`src/rtl/vsub_pkg.sv`:
```
// Shared FSM state type, default geometry and signed saturation limits for the vector subtract stream.
package vsub_pkg;

  localparam int DEF_DATA_W  = 32;
  localparam int DEF_VEC_LEN = 100;

  typedef enum logic [1:0] {
    ST_IDLE = 2'd0,
    ST_RUN  = 2'd1,
    ST_LAST = 2'd2
  } vsub_state_e;

  // Limits are returned 64 bits wide so any DATA_W up to 64 can truncate them.
  function automatic logic [63:0] sat_max(input int w);
    return (64'd1 << (w - 1)) - 64'd1;
  endfunction

  function automatic logic [63:0] sat_min(input int w);
    return ~sat_max(w);
  endfunction

endpackage

```
`src/rtl/vsub_elem.sv`:
```
// Combinational DATA_W-bit signed subtract a_i - b_i with signed-overflow flag and optional clamp (SAT_EN).
import vsub_pkg::*;

module vsub_elem #(
  parameter int DATA_W = DEF_DATA_W,
  parameter bit SAT_EN = 1'b0
) (
  input  logic [DATA_W-1:0] a_i,
  input  logic [DATA_W-1:0] b_i,
  output logic [DATA_W-1:0] diff_o,
  output logic              ovf_o
);

  localparam logic [DATA_W-1:0] SAT_MAX = DATA_W'(sat_max(DATA_W));
  localparam logic [DATA_W-1:0] SAT_MIN = DATA_W'(sat_min(DATA_W));

  logic [DATA_W-1:0] raw;

  assign raw = a_i - b_i;

  // Overflow only when operand signs differ and the result sign disagrees with the minuend.
  assign ovf_o  = (a_i[DATA_W-1] != b_i[DATA_W-1]) && (raw[DATA_W-1] != a_i[DATA_W-1]);
  assign diff_o = (SAT_EN && ovf_o) ? (a_i[DATA_W-1] ? SAT_MIN : SAT_MAX) : raw;

endmodule

```
`src/rtl/vector_sub_vector_stream.sv`:
```
// Streams out_diff = in_a - in_b per element with index/last tagging; 1-cycle latency, zero-bubble ready/valid, stalls upstream on out_ready low.
// Define VSUB_SAT_EN to clamp on signed overflow and add the sticky sat_flag output.
import vsub_pkg::*;

module vector_sub_vector_stream #(
  parameter  int VEC_LEN = DEF_VEC_LEN,
  parameter  int DATA_W  = DEF_DATA_W,
  localparam int IDX_W   = (VEC_LEN > 1) ? $clog2(VEC_LEN) : 1
) (
  input  logic              clk,
  input  logic              rst_n,
  input  logic              clear,
  input  logic              in_valid,
  output logic              in_ready,
  input  logic [DATA_W-1:0] in_a,
  input  logic [DATA_W-1:0] in_b,
  output logic              out_valid,
  input  logic              out_ready,
  output logic [DATA_W-1:0] out_diff,
  output logic [IDX_W-1:0]  out_idx,
  output logic              out_last,
  output logic              vec_done
`ifdef VSUB_SAT_EN
  ,output logic             sat_flag
`endif
);

`ifdef VSUB_SAT_EN
  localparam bit SAT_EN = 1'b1;
`else
  localparam bit SAT_EN = 1'b0;
`endif

  localparam logic [IDX_W-1:0] LAST_IDX = IDX_W'(VEC_LEN - 1);

  vsub_state_e       state_q;
  logic [IDX_W-1:0]  cnt_q, cnt_d;
  logic              out_valid_q;
  logic [DATA_W-1:0] out_diff_q, diff_d;
  logic [IDX_W-1:0]  out_idx_q;
  logic              out_last_q;
  logic              vec_done_q;
  logic              ovf;
  logic              in_acc, out_xfer, cnt_at_last;

  vsub_elem #(
    .DATA_W (DATA_W),
    .SAT_EN (SAT_EN)
  ) u_elem (
    .a_i    (in_a),
    .b_i    (in_b),
    .diff_o (diff_d),
    .ovf_o  (ovf)
  );

  assign in_ready    = (!out_valid_q || out_ready) && !clear;
  assign in_acc      = in_valid && in_ready;
  assign out_xfer    = out_valid_q && out_ready;
  assign cnt_at_last = (cnt_q == LAST_IDX);
  assign cnt_d       = cnt_at_last ? '0 : cnt_q + 1'b1;

`ifdef VSUB_SAT_EN
  logic sat_q;
  assign sat_flag = sat_q;
`else
  logic unused_ovf;
  assign unused_ovf = ovf;
`endif

  always_ff @(posedge clk or negedge rst_n) begin
    if (!rst_n) begin
      state_q     <= ST_IDLE;
      cnt_q       <= '0;
      out_valid_q <= 1'b0;
      out_diff_q  <= '0;
      out_idx_q   <= '0;
      out_last_q  <= 1'b0;
      vec_done_q  <= 1'b0;
`ifdef VSUB_SAT_EN
      sat_q       <= 1'b0;
`endif
    end else if (clear) begin
      state_q     <= ST_IDLE;
      cnt_q       <= '0;
      out_valid_q <= 1'b0;
      vec_done_q  <= 1'b0;
`ifdef VSUB_SAT_EN
      sat_q       <= 1'b0;
`endif
    end else begin
      vec_done_q <= (state_q == ST_LAST) && out_xfer;

      if (in_acc) begin
        cnt_q       <= cnt_d;
        out_valid_q <= 1'b1;
        out_diff_q  <= diff_d;
        out_idx_q   <= cnt_q;
        out_last_q  <= cnt_at_last;
`ifdef VSUB_SAT_EN
        // Element 0 starts a new vector, so the sticky flag restarts there.
        sat_q       <= ((cnt_q == '0) ? 1'b0 : sat_q) | ovf;
`endif
      end else if (out_xfer) begin
        out_valid_q <= 1'b0;
      end

      // In LAST the output register is full, so an accept can only coincide with its transfer.
      unique case (state_q)
        ST_IDLE: if (in_acc) state_q <= cnt_at_last ? ST_LAST : ST_RUN;
        ST_RUN:  if (in_acc && cnt_at_last) state_q <= ST_LAST;
        ST_LAST: if (out_xfer) state_q <= in_acc ? (cnt_at_last ? ST_LAST : ST_RUN) : ST_IDLE;
        default: state_q <= ST_IDLE;
      endcase
    end
  end

  assign out_valid = out_valid_q;
  assign out_diff  = out_diff_q;
  assign out_idx   = out_idx_q;
  assign out_last  = out_last_q;
  assign vec_done  = vec_done_q;

endmodule

```
`config.mk`:
```
export PLATFORM = sky130hd
export DESIGN_NAME = vector_sub_vector_stream
export DESIGN_NICKNAME = d
export VERILOG_FILES = /design/src/rtl/vsub_pkg.sv /design/src/rtl/vsub_elem.sv /design/src/rtl/vector_sub_vector_stream.sv
export SDC_FILE = /design/constraint.sdc
export NUM_CORES = 1
export LEC_CHECK = 0
export BUFFER_PORTS_ARGS = -buffer_cell sky130_fd_sc_hd__buf_2
export CELL_PAD_IN_SITES_DETAIL_PLACEMENT = 0
export CELL_PAD_IN_SITES_GLOBAL_PLACEMENT = 1
export CORE_UTILIZATION = 38
export DETAILED_ROUTE_END_ITERATION = 7
export GPL_TIMING_DRIVEN = 1
export PLACE_DENSITY_LB_ADDON = 0.1
export SETUP_SLACK_MARGIN = 0.02
export SYNTH_ARGS = -nofsm -noshare
export SYNTH_HDL_FRONTEND = slang
export SYNTH_HIERARCHICAL = 1
export SYNTH_SLANG_ARGS = --single-unit
```
`constraint.sdc`:
```
create_clock -name clk -period 2.05 [get_ports clk]
set_clock_uncertainty 0.1 [all_clocks]
set_input_delay 0.41 -clock clk [delete_from_list [all_inputs] [get_ports clk]]
set_output_delay 0.41 -clock clk [all_outputs]
set_load 0.005 [all_outputs]
```
==> metrics, run 1 <==
Skew-Pair Late Insertion Delay 0.30 ns; setup TNS -1.44 ns; HP Class in2reg; Initial Util 39.0%; Total Routing Usage GR 20.6%; slowest CP cell fa_2; crit path DAT 2.44 ns; core area 10300 µm²; num rows 37; WL final 10900 µm; min Tclk post-route 2.29 ns; vias in the first global route 3995; Max VDD drop 0.306 mV; worst r2r dst cnt_q[2]; WHS Endpoint out_valid; H-tree depth 2; Leakage 3.16 nW; Largest stage delay, worst path 0.35 ns; Clk pin slew, worst setup/hold paths 0.09 ns; Ant. Diodes 0; share of layout cells above drive strength 1 39.3%; Pwr per Cell Area 583 nW/µm²; wire length per cell 12.8 µm; I/O pins 112; capturing element type of the critical path register; Layout Utilization 57.3%; die area 11000 µm²; Setup CP Type in2reg; Num CTS Buffers 5; CP Launch Type input port; CTS tree built; Fin. Hold Viols 0; Mapped Cells 509; Die Y 105 µm; Die X-Extent 105 µm; clk root buf clkbuf_8; Reg2Reg Depth 4; Sink Count 51; Max-cap violations 0; critical-path cell list buf_8, inv_8, ha_4, fa_2, nor2b_2, o21bai_1, a31oi_2, buf_4, a41o_1, a31o_1, buf_4, buf_6, xor2_1, nand2_1, nand2_1; Mapped Nets 611; Final setup viols 11; Ys Warns 6; IO Port Bufs 111; DP Wirelength 8420 µm; FMAX 436 MHz; CP top delay family compound AO/OA/AOI/OAI gates; Vias/cell 4.78; worst path required time 2.20 ns; initial DRC count 128; failing checks setup timing; cell depth of the worst hold path 4; Max Transition Viols Final 0; most frequent cells in the layout 148 x nand2_1, 108 x buf_2, 101 x buf_4; global route overflow 0; area grow syn2layout 46.8%; routed vias 4081; DRT antenna net count 0; commonest non-fill, non-tap cell in the layout nand2_1; status finished with violations; DRC violations left 0; RSZ-0062 raised after global routing true; crit share post-route 112%; Max Root-Sink Buffers 2; Post-Syn Area per Cell 7.92 µm²; worst path bufs/invs 5; drt first pass iters 4; worst hold slack 0.318 ns; Final nets 819; initial antenna violation count 0; largest net degree at the start of global routing 44; Slew HR 72.3%; mapped cell area 4030 µm²; critical path fanouts, max 3; RD Place Congestion 0.898; first-pass GRT wire length 18700 µm; origin of the worst min-delay path out_ready; reg2reg setup slack 0.52 ns; actual slew at the worst max-slew pin 0.415 ns; Total Power 3.45 mW; Reg-to-Reg Start cnt_q[0]; Final WS setup -0.242 ns
final cells by class:
type | instances | area, µm²
tap | 136 | 170
clock inverter | 2 | 37.5
timing repair buffer | 220 | 1460
clock buffer | 5 | 68.8
inverter | 39 | 169
fill | 957 | 4410
sequential | 51 | 1280
multi-input combinational | 400 | 2740
report_power, final:
part / switching [mW] / internal, mW / leakage (nW)
registers: 0.0880 / 1.16 / 0.657
clock network: 0.338 / 0.357 / 0.0502
logic: 0.723 / 0.782 / 2.45
total: 1.15 / 2.30 / 3.16
how the worst max path moves through the flow:
| stage | slack, ns | endpoint | cells after the start | from |
|---|---|---|---|---|
| floorplan | -0.28 | out_diff[22] | 12 | in_a[0] |
| global placement | -0.63 | out_diff[24] | 13 | in_a[0] |
| detailed placement | -0.71 | out_diff[24] | 13 | in_a[0] |
| CTS | -0.23 | out_diff[22] | 14 | in_a[0] |
| global route | -0.36 | out_diff[18] | 15 | in_a[0] |
| finish | -0.24 | out_diff[18] | 15 | in_a[0] |
worst min-delay path: stages:
cell and delay [ns]:
buf_2 0.10, nor2b_2 0.06, nor2_1 0.08, nor2_1 0.04
registers in the layout, summed over array words and instances, names as in the netlist:
| name | flops |
|---|---|
| out_diff | 32 |
| cnt_q | 7 |
| out_idx | 7 |
| state_q | 2 |
| out_last | 1 |
| out_valid | 1 |
| vec_done | 1 |
per-stage QoR:
step / worst slack, ns / std cells / area (µm²)
3_3_place_gp: -0.635 / 835 / 5510
3_5_place_dp: -0.706 / 835 / 5510
6_report: -0.242 / 853 / 5920
2_1_floorplan: -0.277 / 509 / 4140
4_1_cts: -0.230 / 850 / 5810
5_1_grt: -0.361 / 853 / 5920
metal layers:
metal  GRT usage (%)  vias to the layer above  wire length, µm
met2            35.9                       88             5290
met1            27.5                     1844             5210
met3            2.00                        8              290
met5               0                        -                0
met4            4.73                        0              105
li1                -                     2141                -
timing repair:
action	4_1_cts	5_1_grt
resized for setup	26	13
hold buffers	1	0
buffers inserted	7	3
setup endpoints to repair	20	21
hold endpoints to repair	14	0
pin swaps	23	14
Note: power is estimated with default switching activity, not from simulation.
==> run 2, diff against run 1 <==
Settings changed: SYNTH_HIERARCHICAL 1 to not set.
==> run 2 against run 1 <==
Clock power up 7.5%. Critical path type unchanged. Final cell count fell by 1.8%. Largest cell class unchanged. The flow still finishes with violations (setup timing). Combinational power barely moved. Global-route usage grew 1.5 points. Critical path depth is 3 lower.
==> metrics, run 2 <==
status finished with violations; failing checks setup timing; RD Place Congestion 0.884 (-1.6%); origin of the worst min-delay path clear; Post-Syn Area per Cell 7.89 µm² (-0.31%); worst hold slack 0.239 ns (-0.0795 ns); I/O pins 112 (unchanged); initial antenna violation count 0 (unchanged); Ant. Diodes 0 (unchanged); num rows 36 (-2.7%); Total Routing Usage GR 22.1% (+1.5 points); wire length per cell 13.9 µm (+8.6%); Final nets 806 (-1.6%); actual slew at the worst max-slew pin 0.718 ns (+0.303 ns); Num CTS Buffers 5 (unchanged); core area 9820 µm² (-4.9%); Final WS setup -0.362 ns (-0.120 ns); Initial Util 39.4% (+0.35 points); sequential share of the synthesized area 33.0%; Final setup viols 18 (+7); die area 10600 µm² (-4.0%); Seq cells post-synth 51; combinational share of power 42.4% (-1.2 points); Skew-Pair Late Insertion Delay 0.31 ns (about the same); Die X-Extent 103 µm (-2.0%); crit path DAT 2.57 ns (+0.13 ns); first-pass GRT wire length 18400 µm (-1.8%); vias in the first global route 4044 (+1.2%); CTS tree built; Max VDD drop 0.300 mV (-1.8%); H-tree depth 2 (unchanged); Synth async-reset ratio 100%; IO Port Bufs 111 (unchanged); mapped cell area 3870 µm² (-4.0%); top-area cell type share of the netlist area 33.0%; count leader, synth nand2_1; Clk pin slew, worst setup/hold paths 0.11 ns (+0.02 ns); largest net degree at the start of global routing 43 (-2.3%); Max Root-Sink Buffers 2 (unchanged); top post-synthesis cells by area dfrtp_1 33%, ha_1 10%, nand2_1 7.9%; max FFs per register 32 (unchanged); clk root buf clkbuf_8; Die Y 103 µm (-2.0%); crit share post-route 118% (+5.9 points); DP Wirelength 9080 µm (+7.8%); Reg-to-Reg Start out_valid; FMAX 415 MHz (-5.0%); Leakage 3.01 nW (-4.8%); Sink Count 51 (unchanged); Mapped Nets 592 (-3.1%); routed vias 4326 (+6.0%); Setup Slack @ Placement -0.827 ns (-0.120 ns); sw frac 34.5% (+1.2 points); largest area contributor in the netlist dfrtp_1; initial DRC count 135 (+5.5%); Ys Warns 0 (-6); clock share of power 21.4% (+1.3 points); worst r2r dst cnt_q[6]; Max Transition Viols Final 0 (unchanged); capturing element type of the critical path register; CP Launch Type input port; Reg2Reg Depth 7 (+3); Vias/cell 5.16 (+7.9%); Fin. Hold Viols 0 (unchanged); drt first pass iters 4 (unchanged); most instantiated cells after synthesis 81 x nand2_1, 60 x o21ai_0, 51 x dfrtp_1; commonest non-fill, non-tap cell in the layout buf_2; HP Class in2reg; share of layout cells above drive strength 1 39.9% (+0.53 points); P_sw 1.20 mW (+4.8%); WHS Endpoint out_valid; Total Power 3.49 mW (+1.1%); Reg power frac 36.2% (about the same); Inst Count DP 819 (-1.9%); area grow syn2layout 52.5%; critical path fanouts, max 4 (+1); min Tclk post-route 2.41 ns (+0.120 ns); WL final 11600 µm (+6.7%); Int Pwr 2.29 mW (-0.70%); cell depth of the worst hold path 2 (-2); # fillers 953 (-0.42%); Netlist cell types 57; top_reg_cell synth dfrtp_1; Post-synth EDFFs 0; Post-Layout Cell Count 838 (-1.8%); Slew HR 51.6% (-21 points); worst path required time 2.21 ns (about the same); reg2reg setup slack 0.18 ns (-0.34 ns); Setup CP Type in2reg; DRT antenna net count 0 (unchanged); Mapped Cells 490 (-3.7%); most frequent cells in the layout 108 x buf_2, 107 x buf_4, 78 x nand2_1; Pwr per Cell Area 592 nW/µm² (+1.5%); global route overflow 0 (unchanged); Max-cap violations 0 (unchanged); Layout Utilization 60.1% (+2.7 points); DRC violations left 0 (unchanged); RSZ-0062 raised after global routing true
run 2: changes by cell type in the layout (fill, tap and decap cells not counted), sizes merged, moves of 4 or more:
cell	previous run	this run
nand4	6	12
xnor2	19	11
nand3	15	8
a21boi	5	1
buf	219	223
nand3b	4	0
o21ai	17	61
nand2	148	81
nor2	18	26
run 2: final cells by class:
class,count,area (µm²),area share [%]
well taps,133,166,2.82
inverters,40,183,3.10
clock inverters,3,46.3,0.785
flip-flops and latches,51,1280,21.6
multi-input cells,382,2690,45.6
clock buffers,5,68.8,1.17
repair buffers,224,1470,24.8
run 2: logic make-up (layout without fill, tap and decap cells):
| kind of cell | Yosys count | after routing | share of synthesized area (%) |
|---|---|---|---|
| flip-flops | 51 | 51 | 33.0 |
| XOR/XNOR | 23 | 23 | 5.21 |
| buffers and inverters | 57 | 272 | 5.53 |
| AO/OA/AOI/OAI | 157 | 157 | 25.0 |
| adder cells (fa/ha/maj) | 33 | 33 | 10.9 |
| AND/OR/NAND/NOR | 168 | 168 | 20.1 |
| multiplexers | 1 | 1 | 0.259 |
run 2: per-stage QoR:
step                      TNS (ns)  instance area [µm²]
after floorplan              -3.33                 4100
after global placement      -11.49                 5530
after detailed placement    -12.68                 5530
after CTS                    -3.05                 5810
after global routing         -5.05                 5900
final                        -3.06                 5900
run 2: timing repair:
item                                   in CTS  in global routing
cloned                                      0                  0
pin swaps                                  22                 15
endpoints found under the hold margin       9                  0
setup endpoints to repair                  22                 26
hold buffers                                1                  0
setup buffers                               6                  4
resized for setup                          23                 14
run 2: worst max-delay path: stages:
cell	delay [ns]
buf_8	0.08
inv_8	0.03
ha_4	0.15
fa_2	0.33
and2b_1	0.22
o211ai_1	0.14
a311oi_2	0.21
buf_4	0.18
o21ai_2	0.07
a2111o_1	0.41
a211o_1	0.27
nand3_1	0.06
run 2: how the worst max path moves through the flow:
stage	end	slack (ns)	startpoint
after floorplan	out_diff[28]	-0.45	in_a[0]
after global placement	out_diff[28]	-0.77	in_a[0]
after detailed placement	out_diff[28]	-0.83	in_a[0]
after CTS	out_diff[28]	-0.39	in_a[0]
after global routing	out_diff[30]	-0.44	in_a[0]
final	out_diff[28]	-0.36	in_a[0]
run 2: power groups by stage:
stage / Sequential, mW / Clock [mW] / Combinational (mW)
floorplan: 1.28 / 0 / 0.674
global placement: 1.27 / 0 / 1.35
detailed placement: 1.29 / 0 / 1.37
CTS: 1.27 / 0.770 / 1.44
global route: 1.28 / 0.802 / 1.64
finish: 1.26 / 0.747 / 1.48
run 2: routing by layer:
layer / share of wire (%) / routed length [µm] / track usage [%] / vias up
met1: 45 / 5280 / 28.4 / 2015
met2: 49 / 5660 / 38.9 / 128
li1: - / - / - / 2163
met5: 0 / 0 / 0 / -
met4: 1.9 / 221 / 6.39 / 0
met3: 3.9 / 459 / 2.58 / 20
==> run 3, diff against run 2 <==
Settings changed: PLACE_DENSITY set to 0.87, PLACE_DENSITY_LB_ADDON 0.1 to not set.
==> run 3 against run 2 <==
The run still ends with setup timing left. Setup slack improved by 0.0041 ns. Final area fell by 1.9%. Die area did not move. Final cell count fell by 0.72%. Sequential share of layout area rose by 0.41 points. Global-route usage rose by 0.26 points. Critical path depth did not move. First-iteration DRC count fell by 13%. Clock power fell by 14%. Count of clock-buffer cells in the layout did not move. Routed wire length fell by 0.64%. Non-clock buffer count fell by 6. Critical path type unchanged. Largest cell class unchanged.
==> metrics, run 3 (synthesis results as in run 2) <==
sw frac 36.0% (+1.6 points); Setup CP Type in2reg; Num CTS Buffers 5 (unchanged); P_sw 1.21 mW (+0.27%); status finished with violations; actual slew at the worst max-slew pin 0.697 ns (-0.0217 ns); routed vias 4262 (-1.5%); clock share of power 19.2% (-2.2 points); crit share post-route 117% (-0.20 points); vias in the first global route 4057 (+0.32%); Max Root-Sink Buffers 2 (unchanged); H-tree depth 2 (unchanged); min Tclk post-route 2.41 ns (-0.00411 ns); I/O pins 112 (unchanged); global route overflow 0 (unchanged); commonest non-fill, non-tap cell in the layout buf_2; Clk pin slew, worst setup/hold paths 0.11 ns (about the same); Pwr per Cell Area 579 nW/µm² (-2.2%); most frequent cells in the layout 109 x buf_2, 103 x buf_4, 77 x nand2_1; IO Port Bufs 111 (unchanged); share of layout cells above drive strength 1 38.6% (-1.2 points); CP Launch Type input port; area taken by multi-input logic gates 2660 µm² (-1.2%); Max-cap violations 0 (unchanged); drt first pass iters 5 (+1); critical-path cell list buf_8, inv_8, ha_4, fa_2, and2b_1, o211ai_1, a311oi_2, buf_4, o21ai_2, a2111o_1, a211o_1, nand3_1; # fillers 947 (-0.63%); capturing element type of the critical path register; HP Class in2reg; Setup Slack @ Placement -0.770 ns (+0.0562 ns); Largest stage delay, worst path 0.40 ns (about the same); Leakage 2.97 nW (-1.4%); CTS tree built; Total Power 3.35 mW (-4.0%); DRC violations left 0 (unchanged); FF/Latch Area 1280 µm² (unchanged); WL final 11600 µm (-0.64%); DP Wirelength 9110 µm (+0.27%); Max Transition Viols Final 0 (unchanged); num rows 36 (unchanged); core area 9820 µm² (unchanged); area grow syn2layout 49.6%; slowest CP cell a2111o_1; Sink Count 51 (unchanged); clk root buf clkbuf_8; Vias/cell 5.12 (-0.77%); Die Y 103 µm (unchanged); largest net degree at the start of global routing 35 (-19%); Ant. Diodes 0 (unchanged); FMAX 415 MHz (+0.17%); worst path required time 2.21 ns (about the same); wire length per cell 13.9 µm (about the same); Initial Util 39.4% (unchanged); Fin. Hold Viols 0 (unchanged); RD Place Congestion 0.897 (+1.4%); Skew-Pair Late Insertion Delay 0.31 ns (about the same); Max VDD drop 0.366 mV (+22%); RSZ-0062 raised after global routing true; Final setup viols 22 (+4); DRT antenna net count 0 (unchanged); initial DRC count 117 (-13%); Final WS setup -0.358 ns (+0.00410 ns); Total Routing Usage GR 22.3% (+0.26 points); Die X-Extent 103 µm (unchanged); first-pass GRT wire length 18700 µm (+1.6%); Slew HR 53.1% (+1.5 points); Int Pwr 2.14 mW (-6.3%); combinational share of power 43.0% (+0.6 points); die area 10600 µm² (unchanged); failing checks setup timing; critical path fanouts, max 4 (unchanged); max FFs per register 32 (unchanged); crit path DAT 2.57 ns (about the same); Reg power frac 37.8% (+1.6 points); Final nets 800 (-0.74%); initial antenna violation count 0 (unchanged)
==> run 3: cell types whose count changed in the layout (fill, tap and decap cells not counted), moves of 2 or more <==
cell / change
xor2_2: -2
buf_4: -4
xor2_1: +2
o21ai_0: +2
buf_6: -3
==> run 3: routing by layer <==
layer / global-route usage [%] / vias up / wire (µm)
met3: 2.24 / 12 / 434
met4: 4.33 / 0 / 102
met5: 0 / - / 0
met2: 39.7 / 116 / 5650
li1: - / 2154 / -
met1: 29.5 / 1980 / 5370
==> run 3: per-stage QoR <==
step	area [µm²]	instances	TNS, ns	hold WS [ns]	utilization [%]
finish	5790	832	-4.27	0.228	58.9
global route	5790	832	-6.45	0.235	58.9
CTS	5720	826	-3.20	0.216	58.2
detailed placement	5490	814	-13.08	0.298	55.9
global placement	5490	814	-12.46	0.288	55.9
floorplan	4100	490	-3.33	0.0144	-
==> run 3: cell type report <==
type	count	share of cell area, %
Clock buffer	5	1.19
Clock inverter	3	0.454
Inverter	40	3.16
Multi-Input combinational cell	382	46.0
Sequential cell	51	22.1
Tap cell	133	2.88
Timing Repair Buffer	218	24.3
==> run 3: timing repair <==
action	in CTS	in global routing
setup buffers	3	7
endpoints found under the hold margin	17	0
pin swaps	17	19
gates resized for setup	21	6
hold buffers	1	0
endpoints found under the setup margin	23	25
==> run 3: final timing paths <==
path	start	endpoint	slack, ns	cells past startpoint
worst max-delay path	in_a[0]	out_diff[28]	-0.36	12
worst min-delay path	clear	out_valid	0.23	2
worst max register to register	out_valid	out_diff[8]	0.16	6
worst min register to register	out_idx[4]	out_idx[4]	0.38	2
max in group asynchronous	rst_n	cnt_q[5]	0.82	3
min in group asynchronous	rst_n	out_diff[1]	0.47	2
==> run 3: power groups by stage <==
stage	combinational, mW	sequential, mW	clock (mW)
2_1_floorplan	0.674	1.28	0
3_3_place_gp	1.32	1.28	0
3_5_place_dp	1.35	1.29	0
4_1_cts	1.41	1.27	0.661
5_1_grt	1.60	1.28	0.701
6_report	1.44	1.27	0.643
==> run 3: critical path, delay by kind of cell <==
family | cells | cell delay (ns)
buf+inv | 3 | 0.30
compound gates | 5 | 1.09
simple gates | 2 | 0.28
fa+ha+maj | 2 | 0.48
